[src/rtl/jtag_tap_param.sv]
// JTAG TAP controller oversampled on one system clock.
// tck/tms/tdi are synchronized as data; every flop moves on posedge clk.
module jtag_tap_param #(
    parameter int          IR_W        = 4,
    parameter int          BSR_W       = 8,
    parameter logic [31:0] IDCODE      = 32'h1000_0001,
    parameter int          SYNC_STAGES = 2
) (
    input  logic             clk,
    input  logic             rst,
    input  logic             tck,
    input  logic             tms,
    input  logic             tdi,
    output logic             tdo,
    output logic             tdo_oe,
    input  logic [BSR_W-1:0] bsr_capture,
    output logic [BSR_W-1:0] bsr_update,
    output logic             bsr_update_stb,
    output logic             extest_o,
    output logic             intest_o,
    output logic [3:0]       state_o,
    output logic [IR_W-1:0]  ir_o
);

    if (IR_W < 2) begin : g_chk_ir
        $error("IR_W must be >= 2");
    end
    if (BSR_W < 1) begin : g_chk_bsr
        $error("BSR_W must be >= 1");
    end
    if (IDCODE[0] != 1'b1) begin : g_chk_idcode
        $error("IDCODE bit 0 must be 1");
    end
    if (SYNC_STAGES < 2) begin : g_chk_sync
        $error("SYNC_STAGES must be >= 2");
    end

    typedef enum logic [3:0] {
        TLR    = 4'd0,  RTI    = 4'd1,  SEL_DR = 4'd2,  CAP_DR = 4'd3,
        SH_DR  = 4'd4,  EX1_DR = 4'd5,  PAU_DR = 4'd6,  EX2_DR = 4'd7,
        UPD_DR = 4'd8,  SEL_IR = 4'd9,  CAP_IR = 4'd10, SH_IR  = 4'd11,
        EX1_IR = 4'd12, PAU_IR = 4'd13, EX2_IR = 4'd14, UPD_IR = 4'd15
    } tap_state_e;

    localparam logic [IR_W-1:0] IR_EXTEST  = '0;
    localparam logic [IR_W-1:0] IR_IDCODE  = IR_W'(1);
    localparam logic [IR_W-1:0] IR_SAMPLE  = IR_W'(2);
    localparam logic [IR_W-1:0] IR_INTEST  = IR_W'(3);
    localparam logic [IR_W-1:0] IR_CAPTURE = IR_W'(1);

    logic [SYNC_STAGES-1:0] tck_sync_q, tck_sync_d;
    logic [SYNC_STAGES-1:0] tms_sync_q, tms_sync_d;
    logic [SYNC_STAGES-1:0] tdi_sync_q, tdi_sync_d;
    logic                   tck_prev_q, tck_prev_d;

    tap_state_e       state_q, state_d;
    logic [IR_W-1:0]  ir_q, ir_d;
    logic [IR_W-1:0]  ir_sh_q, ir_sh_d;
    logic [BSR_W-1:0] bsr_sh_q, bsr_sh_d;
    logic [BSR_W-1:0] bsr_upd_q, bsr_upd_d;
    logic [31:0]      idcode_sh_q, idcode_sh_d;
    logic             bypass_q, bypass_d;
    logic             stb_q, stb_d;
    logic             tdo_q, tdo_d;
    logic             oe_q, oe_d;

    logic tck_s, tms_s, tdi_s;
    logic tck_rise, tck_fall;
    logic bsr_sel, idc_sel, dr_lsb;

    assign tck_s = tck_sync_q[SYNC_STAGES-1];
    assign tms_s = tms_sync_q[SYNC_STAGES-1];
    assign tdi_s = tdi_sync_q[SYNC_STAGES-1];

    // Edges are masked during rst; the history flops still track tck.
    assign tck_rise = tck_s & ~tck_prev_q & ~rst;
    assign tck_fall = ~tck_s & tck_prev_q & ~rst;

    assign bsr_sel = (ir_q == IR_EXTEST) || (ir_q == IR_SAMPLE) ||
                     (ir_q == IR_INTEST);
    assign idc_sel = (ir_q == IR_IDCODE);
    assign dr_lsb  = bsr_sel ? bsr_sh_q[0] :
                     idc_sel ? idcode_sh_q[0] : bypass_q;

    always_comb begin
        tck_sync_d = {tck_sync_q[SYNC_STAGES-2:0], tck};
        tms_sync_d = {tms_sync_q[SYNC_STAGES-2:0], tms};
        tdi_sync_d = {tdi_sync_q[SYNC_STAGES-2:0], tdi};
        tck_prev_d = tck_s;
    end

    always_ff @(posedge clk) begin
        tck_sync_q <= tck_sync_d;
        tms_sync_q <= tms_sync_d;
        tdi_sync_q <= tdi_sync_d;
        tck_prev_q <= tck_prev_d;
    end

    always_comb begin
        state_d     = state_q;
        ir_d        = ir_q;
        ir_sh_d     = ir_sh_q;
        bsr_sh_d    = bsr_sh_q;
        bsr_upd_d   = bsr_upd_q;
        idcode_sh_d = idcode_sh_q;
        bypass_d    = bypass_q;
        stb_d       = 1'b0;
        tdo_d       = tdo_q;
        oe_d        = oe_q;

        if (tck_rise) begin
            unique case (state_q)
                TLR:    state_d = tms_s ? TLR    : RTI;
                RTI:    state_d = tms_s ? SEL_DR : RTI;
                SEL_DR: state_d = tms_s ? SEL_IR : CAP_DR;
                CAP_DR: state_d = tms_s ? EX1_DR : SH_DR;
                SH_DR:  state_d = tms_s ? EX1_DR : SH_DR;
                EX1_DR: state_d = tms_s ? UPD_DR : PAU_DR;
                PAU_DR: state_d = tms_s ? EX2_DR : PAU_DR;
                EX2_DR: state_d = tms_s ? UPD_DR : SH_DR;
                UPD_DR: state_d = tms_s ? SEL_DR : RTI;
                SEL_IR: state_d = tms_s ? TLR    : CAP_IR;
                CAP_IR: state_d = tms_s ? EX1_IR : SH_IR;
                SH_IR:  state_d = tms_s ? EX1_IR : SH_IR;
                EX1_IR: state_d = tms_s ? UPD_IR : PAU_IR;
                PAU_IR: state_d = tms_s ? EX2_IR : PAU_IR;
                EX2_IR: state_d = tms_s ? UPD_IR : SH_IR;
                UPD_IR: state_d = tms_s ? SEL_DR : RTI;
            endcase

            if (state_q == CAP_IR) begin
                ir_sh_d = IR_CAPTURE;
            end
            if (state_q == SH_IR) begin
                ir_sh_d = ir_sh_q >> 1;
                ir_sh_d[IR_W-1] = tdi_s;
            end
            if (state_q == CAP_DR) begin
                if (bsr_sel)      bsr_sh_d    = bsr_capture;
                else if (idc_sel) idcode_sh_d = IDCODE;
                else              bypass_d    = 1'b0;
            end
            if (state_q == SH_DR) begin
                if (bsr_sel) begin
                    bsr_sh_d = bsr_sh_q >> 1;
                    bsr_sh_d[BSR_W-1] = tdi_s;
                end else if (idc_sel) begin
                    idcode_sh_d = idcode_sh_q >> 1;
                    idcode_sh_d[31] = tdi_s;
                end else begin
                    bypass_d = tdi_s;
                end
            end
        end

        if (tck_fall) begin
            if (state_q == UPD_IR) begin
                ir_d = ir_sh_q;
            end
            if (state_q == UPD_DR && bsr_sel) begin
                bsr_upd_d = bsr_sh_q;
                stb_d     = 1'b1;
            end
            if (state_q == SH_IR || state_q == SH_DR) begin
                tdo_d = (state_q == SH_IR) ? ir_sh_q[0] : dr_lsb;
                oe_d  = 1'b1;
            end else begin
                oe_d  = 1'b0;
            end
        end

        if (state_q == TLR) begin
            ir_d = IR_IDCODE;
        end
    end

    always_ff @(posedge clk) begin
        if (rst) begin
            state_q     <= TLR;
            ir_q        <= IR_IDCODE;
            ir_sh_q     <= '0;
            bsr_sh_q    <= '0;
            bsr_upd_q   <= '0;
            idcode_sh_q <= IDCODE;
            bypass_q    <= 1'b0;
            stb_q       <= 1'b0;
            tdo_q       <= 1'b0;
            oe_q        <= 1'b0;
        end else begin
            state_q     <= state_d;
            ir_q        <= ir_d;
            ir_sh_q     <= ir_sh_d;
            bsr_sh_q    <= bsr_sh_d;
            bsr_upd_q   <= bsr_upd_d;
            idcode_sh_q <= idcode_sh_d;
            bypass_q    <= bypass_d;
            stb_q       <= stb_d;
            tdo_q       <= tdo_d;
            oe_q        <= oe_d;
        end
    end

    assign tdo            = tdo_q;
    assign tdo_oe         = oe_q;
    assign bsr_update     = bsr_upd_q;
    assign bsr_update_stb = stb_q;
    assign state_o        = state_q;
    assign ir_o           = ir_q;
    assign extest_o       = (state_q != TLR) && (ir_q == IR_EXTEST);
    assign intest_o       = (state_q != TLR) && (ir_q == IR_INTEST);

endmodule

[config.mk]
export PLATFORM = sky130hd
export DESIGN_NAME = jtag_tap_param
export DESIGN_NICKNAME = d
export VERILOG_FILES = /design/src/rtl/jtag_tap_param.sv
export SDC_FILE = /design/constraint.sdc
export NUM_CORES = 1
export LEC_CHECK = 0
export ABC_AREA = 1
export BUFFER_PORTS_ARGS = -buffer_cell sky130_fd_sc_hd__buf_2
export CELL_PAD_IN_SITES_DETAIL_PLACEMENT = 2
export CELL_PAD_IN_SITES_GLOBAL_PLACEMENT = 2
export CORE_UTILIZATION = 35
export CTS_CLUSTER_DIAMETER = 60
export DETAILED_ROUTE_END_ITERATION = 12
export GPL_ROUTABILITY_DRIVEN = 0
export PLACE_DENSITY_LB_ADDON = 0.25
export SLEW_MARGIN = 10
export SYNTH_ARGS = -nofsm -noshare
export SYNTH_HDL_FRONTEND = slang
export SYNTH_SLANG_ARGS = --single-unit
export TNS_END_PERCENT = 10
[constraint.sdc]
create_clock -name clk -period 3.3 [get_ports clk]
set_input_delay 0.66 -clock clk [delete_from_list [all_inputs] [get_ports clk]]
set_output_delay 0.66 -clock clk [all_outputs]
set_load 0.02 [all_outputs]
### Word-level counts from Yosys, hierarchy flattened

Index checks and enable logic that the tools add are counted.
W data, S select, Z words.

* flip-flop bits (word level): 71
* input port bits: 13
* logic and storage cells: 95

* eq/ne operators: 18
* mux-type cells: 36
* bitwise gates (word level): 8
* reduce and logical (&&, ||, !) cells: 19

Operators with widths (number)
* $mux W32: 6
* $pmux W4 S12: 1
* $eq A4 B4 Y1 const B: 8
* $mux W8: 4
* $mux W4: 6
* $eq A4 B2 Y1 const B: 4
* $eq A4 B3 Y1 const B: 4
* $mux W1: 14
* $eq A4 B1 Y1 const B: 2
* $logic_not A4 Y1: 2
* $reduce_and A2 Y1: 4
* $reduce_or A2 Y1: 4
* $mux W2: 3
* $mux W3: 2
* $and A1 B1 Y1: 4
* $not A1 Y1: 4
* $reduce_bool A4 Y1: 1
* $logic_and A1 B1 Y1: 3
* $logic_or A1 B1 Y1: 3
* $reduce_or A3 Y1: 1
* $reduce_bool A2 Y1: 1

### Logic depth before layout (Yosys ltp)

* depth in word-level cells: 8
* gate-level depth with buffers: 11

### Worst setup path before layout

Ideal clock, no wire load.

* kind: register to output
* from: reg state_q[3], in the netlist state_o[3]
* to: out extest_o
* arrival time: 1.481 ns
* required time: 2.640 ns
* slack: 1.159 ns
* stages on the path, launching flop included: 6
* buffers on the path: 1
* cells stage by stage: dfxtp_1 > buf_2 > nor2_1 > nand2_1 > inv_1 > nor4_1

* word-level cells in the longest chain between the ends: 2

Ends and longest elaborated chain
* from (decl): line 56 `tap_state_e state_q, state_d;`
* from (signal assigned): line 190 `state_q <= state_d;`
* $reduce_bool A4 Y1: line 209 `assign extest_o = (state_q != TLR) && (ir_q == IR_EXTEST);`
* $logic_and A1 B1 Y1: line 209
* to (decl): line 19 `output logic extest_o,`

Every way passes these cells.

### Final worst setup path

* from: reg state_q[1], in the netlist state_o[1]
* to: out extest_o

The elaborated chain is that of the path after synthesis.

==> metrics.txt <==
status completed; vias in the first global route 2902; hold path cells 0; Power Dens Cells 511 nW/um^2; first-pass GRT wire length 14400 um; Clock Skews 0.0100 ns; Final min period 2.22 ns; Post-Route Utilization 42.0%; number of fillers in the final layout 1016; Hold Startpoint tms_sync_q[0]; period utilization 67.3%; hpwl dp 5650 um; Via-to-Cell Ratio 4.98; Clk Latency, worst-skew pair 0.35 ns; Die H 94.9 um; CP Launch Type flip-flop; Setup TNS 0 ns; reg-to-reg critical path startpoint tck_sync_q[1]; WL per Instance 15.3 um; R2R setup slack 1.19 ns; antenna violations before repair 0; Largest stage delay, worst path 0.57 ns; DP Worst Slack 0.772 ns; layout net count 455; Yosys Warn Count 0; TritonCTS clock tree yes; Sink Count 71; FMAX 450 MHz; core box area 8300 sq um; worst setup path startpoint state_o[1]; worst vdd ir 219 uV; Overflow after GRT 0; overall routing resource usage 21.1%; Synth area leaders dfxtp_1 (47%), nand2_1 (16%), a21oi_1 (7.1%); largest net degree at the start of global routing 48; fin worst setup slack 1.08 ns; Final ANT Viol Nets 0; Syn Inst Count 414; CP max stage cell dfxtp_1; CP required 2.64 ns; DRT iter0 DRCs 108; Crit Path Max Fanout 9; cell count of the worst reg-to-reg path 8; CP Class flip-flop to primary output; placed cell areas 3240 sq um; layout cells sized above 1 19.0%; Worst Hold End tms_sync_q[1]; PostCTS Resize Cnt 0; Die X 94.9 um; dpl cells 536; post-synth top area cell dfxtp_1; Final setup viols 0; final instance area 3480 sq um; IO Port Bufs 33; most frequent cells in the layout nand2_1 (131), dfxtp_1 (71), a21oi_1 (43), nor2_1 (37), buf_2 (33); syn avg cell area 7.30 sq um; cts bufs inserted 9; I/O pin cnt 34; Finished Layout Cells 552; DIE AREA 9010 sq um; # Post-CTS Setup Buffers 0; HP Class flip-flop to flip-flop; DR vias 2747; mapped cell area 3020 sq um; critical path endpoint category primary output; H-tree Lvls 3; ANT cells 0; Initial Util 36.4%; Layout area overhead 15.3%; final WL 8450 um; drt pass-1 iters 4; clock tree root driver cell clkbuf_8; synthesized net count 427; Max transition margin 41.0%; synth unique cells 29; DRC Markers 0; Worst R2R End idcode_sh_q[12]; crit-path cells nor2_2, nand2_1, inv_1, nor4_1, buf_2; maximum clock insertion buffer count 2; Synth Register Bits 71; Slew @ Worst Pin 0.878 ns; Slew Limit Fails 0; RSZ-0062 raised after global routing false; Crit path arrival time 1.56 ns; share of the synthesized area in the top cell type 47.0%; hold_buf cts 0; Max Cap Violations 0; most common cell after layout, fill and taps aside nand2_1; clock slew at reported path FFs 0.09 ns; Final Hold Vio Count 0; row count 33; Leak 1.42 nW; post-synthesis sequential area ratio 47.0%
[how the worst max path moves through the flow]
stage / slack, ns / cells past startpoint / end
3_3_place_gp: 0.86 / 8 / idcode_sh_q[18]
6_report: 1.08 / 5 / extest_o
3_5_place_dp: 0.77 / 8 / idcode_sh_q[10]
2_1_floorplan: 1.16 / 5 / extest_o
4_1_cts: 1.05 / 5 / extest_o
5_1_grt: 0.85 / 5 / extest_o
[synthesized netlist by cell type]
cell	instances
nor2_4	1
o21ai_0	18
clkbuf_1	7
buf_1	1
nand2_1	131
nor2_2	3
nor3_4	1
a31oi_1	2
inv_1	19
buf_4	1
dfxtp_1	71
clkinv_1	1
nor4_4	1
a211oi_1	3
buf_8	1
o21bai_1	1
inv_2	3
a21boi_0	2
buf_6	1
buf_2	9
a21oi_2	10
nor2_1	37
nand3_1	30
o22ai_1	1
and2_1	1
a21oi_1	43
nand2_2	13
nor4_1	1
o211ai_1	1
[where the power goes]
| group | internal [mW] | switching [mW] |
|---|---|---|
| registers | 0.861 | 0.00676 |
| clock network | 0.505 | 0.359 |
| logic | 0.0146 | 0.0352 |
[logic make-up after synthesis]
| logic type | synth area share [%] |
|---|---|
| simple gates | 31.2 |
| compound gates | 15.4 |
| flops | 47.0 |
| buf+inv | 6.46 |
[state kept, by name, indices dropped and copies added (netlist names), 2 cells and up]
register and flops:
ir_o 4, tck_sync_q 2, ir_sh_q 4, bsr_update 8, state_o 4, bsr_sh_q 8
tms_sync_q 2, tdi_sync_q 2, idcode_sh_q 32
[worst max-delay path, delay by kind of cell, from the launching register on]
family / cells / cell delay, ns
simple gates: 3 / 0.36
flops: 1 / 0.57
buf+inv: 2 / 0.27
[layer usage]
layer  GRT usage (%)  up-vias  routed length (um)
li1                -     1387                   -
met1            27.2     1319                4110
met2            35.0       32                4040
met3            3.62        9                 171
met4            8.33        0                 121
met5               0        -                   0
[through the flow]
step,hold slack [ns],power [mW]
floorplan,0.310,0.918
global placement,0.310,0.938
detailed placement,0.316,0.939
CTS,0.333,1.80
global route,0.354,1.84
finish,0.330,1.78
[final cells by class]
cell class	count	area (sq um)	area share, %
clock buffer	9	124	3.55
multi-input combinational	300	1410	40.4
tap	105	131	3.77
inverter	23	86.3	2.48
timing repair buffer	37	195	5.60
clock inverter	7	120	3.45
sequential	71	1420	40.8
(Power assumes the default switching activity.)
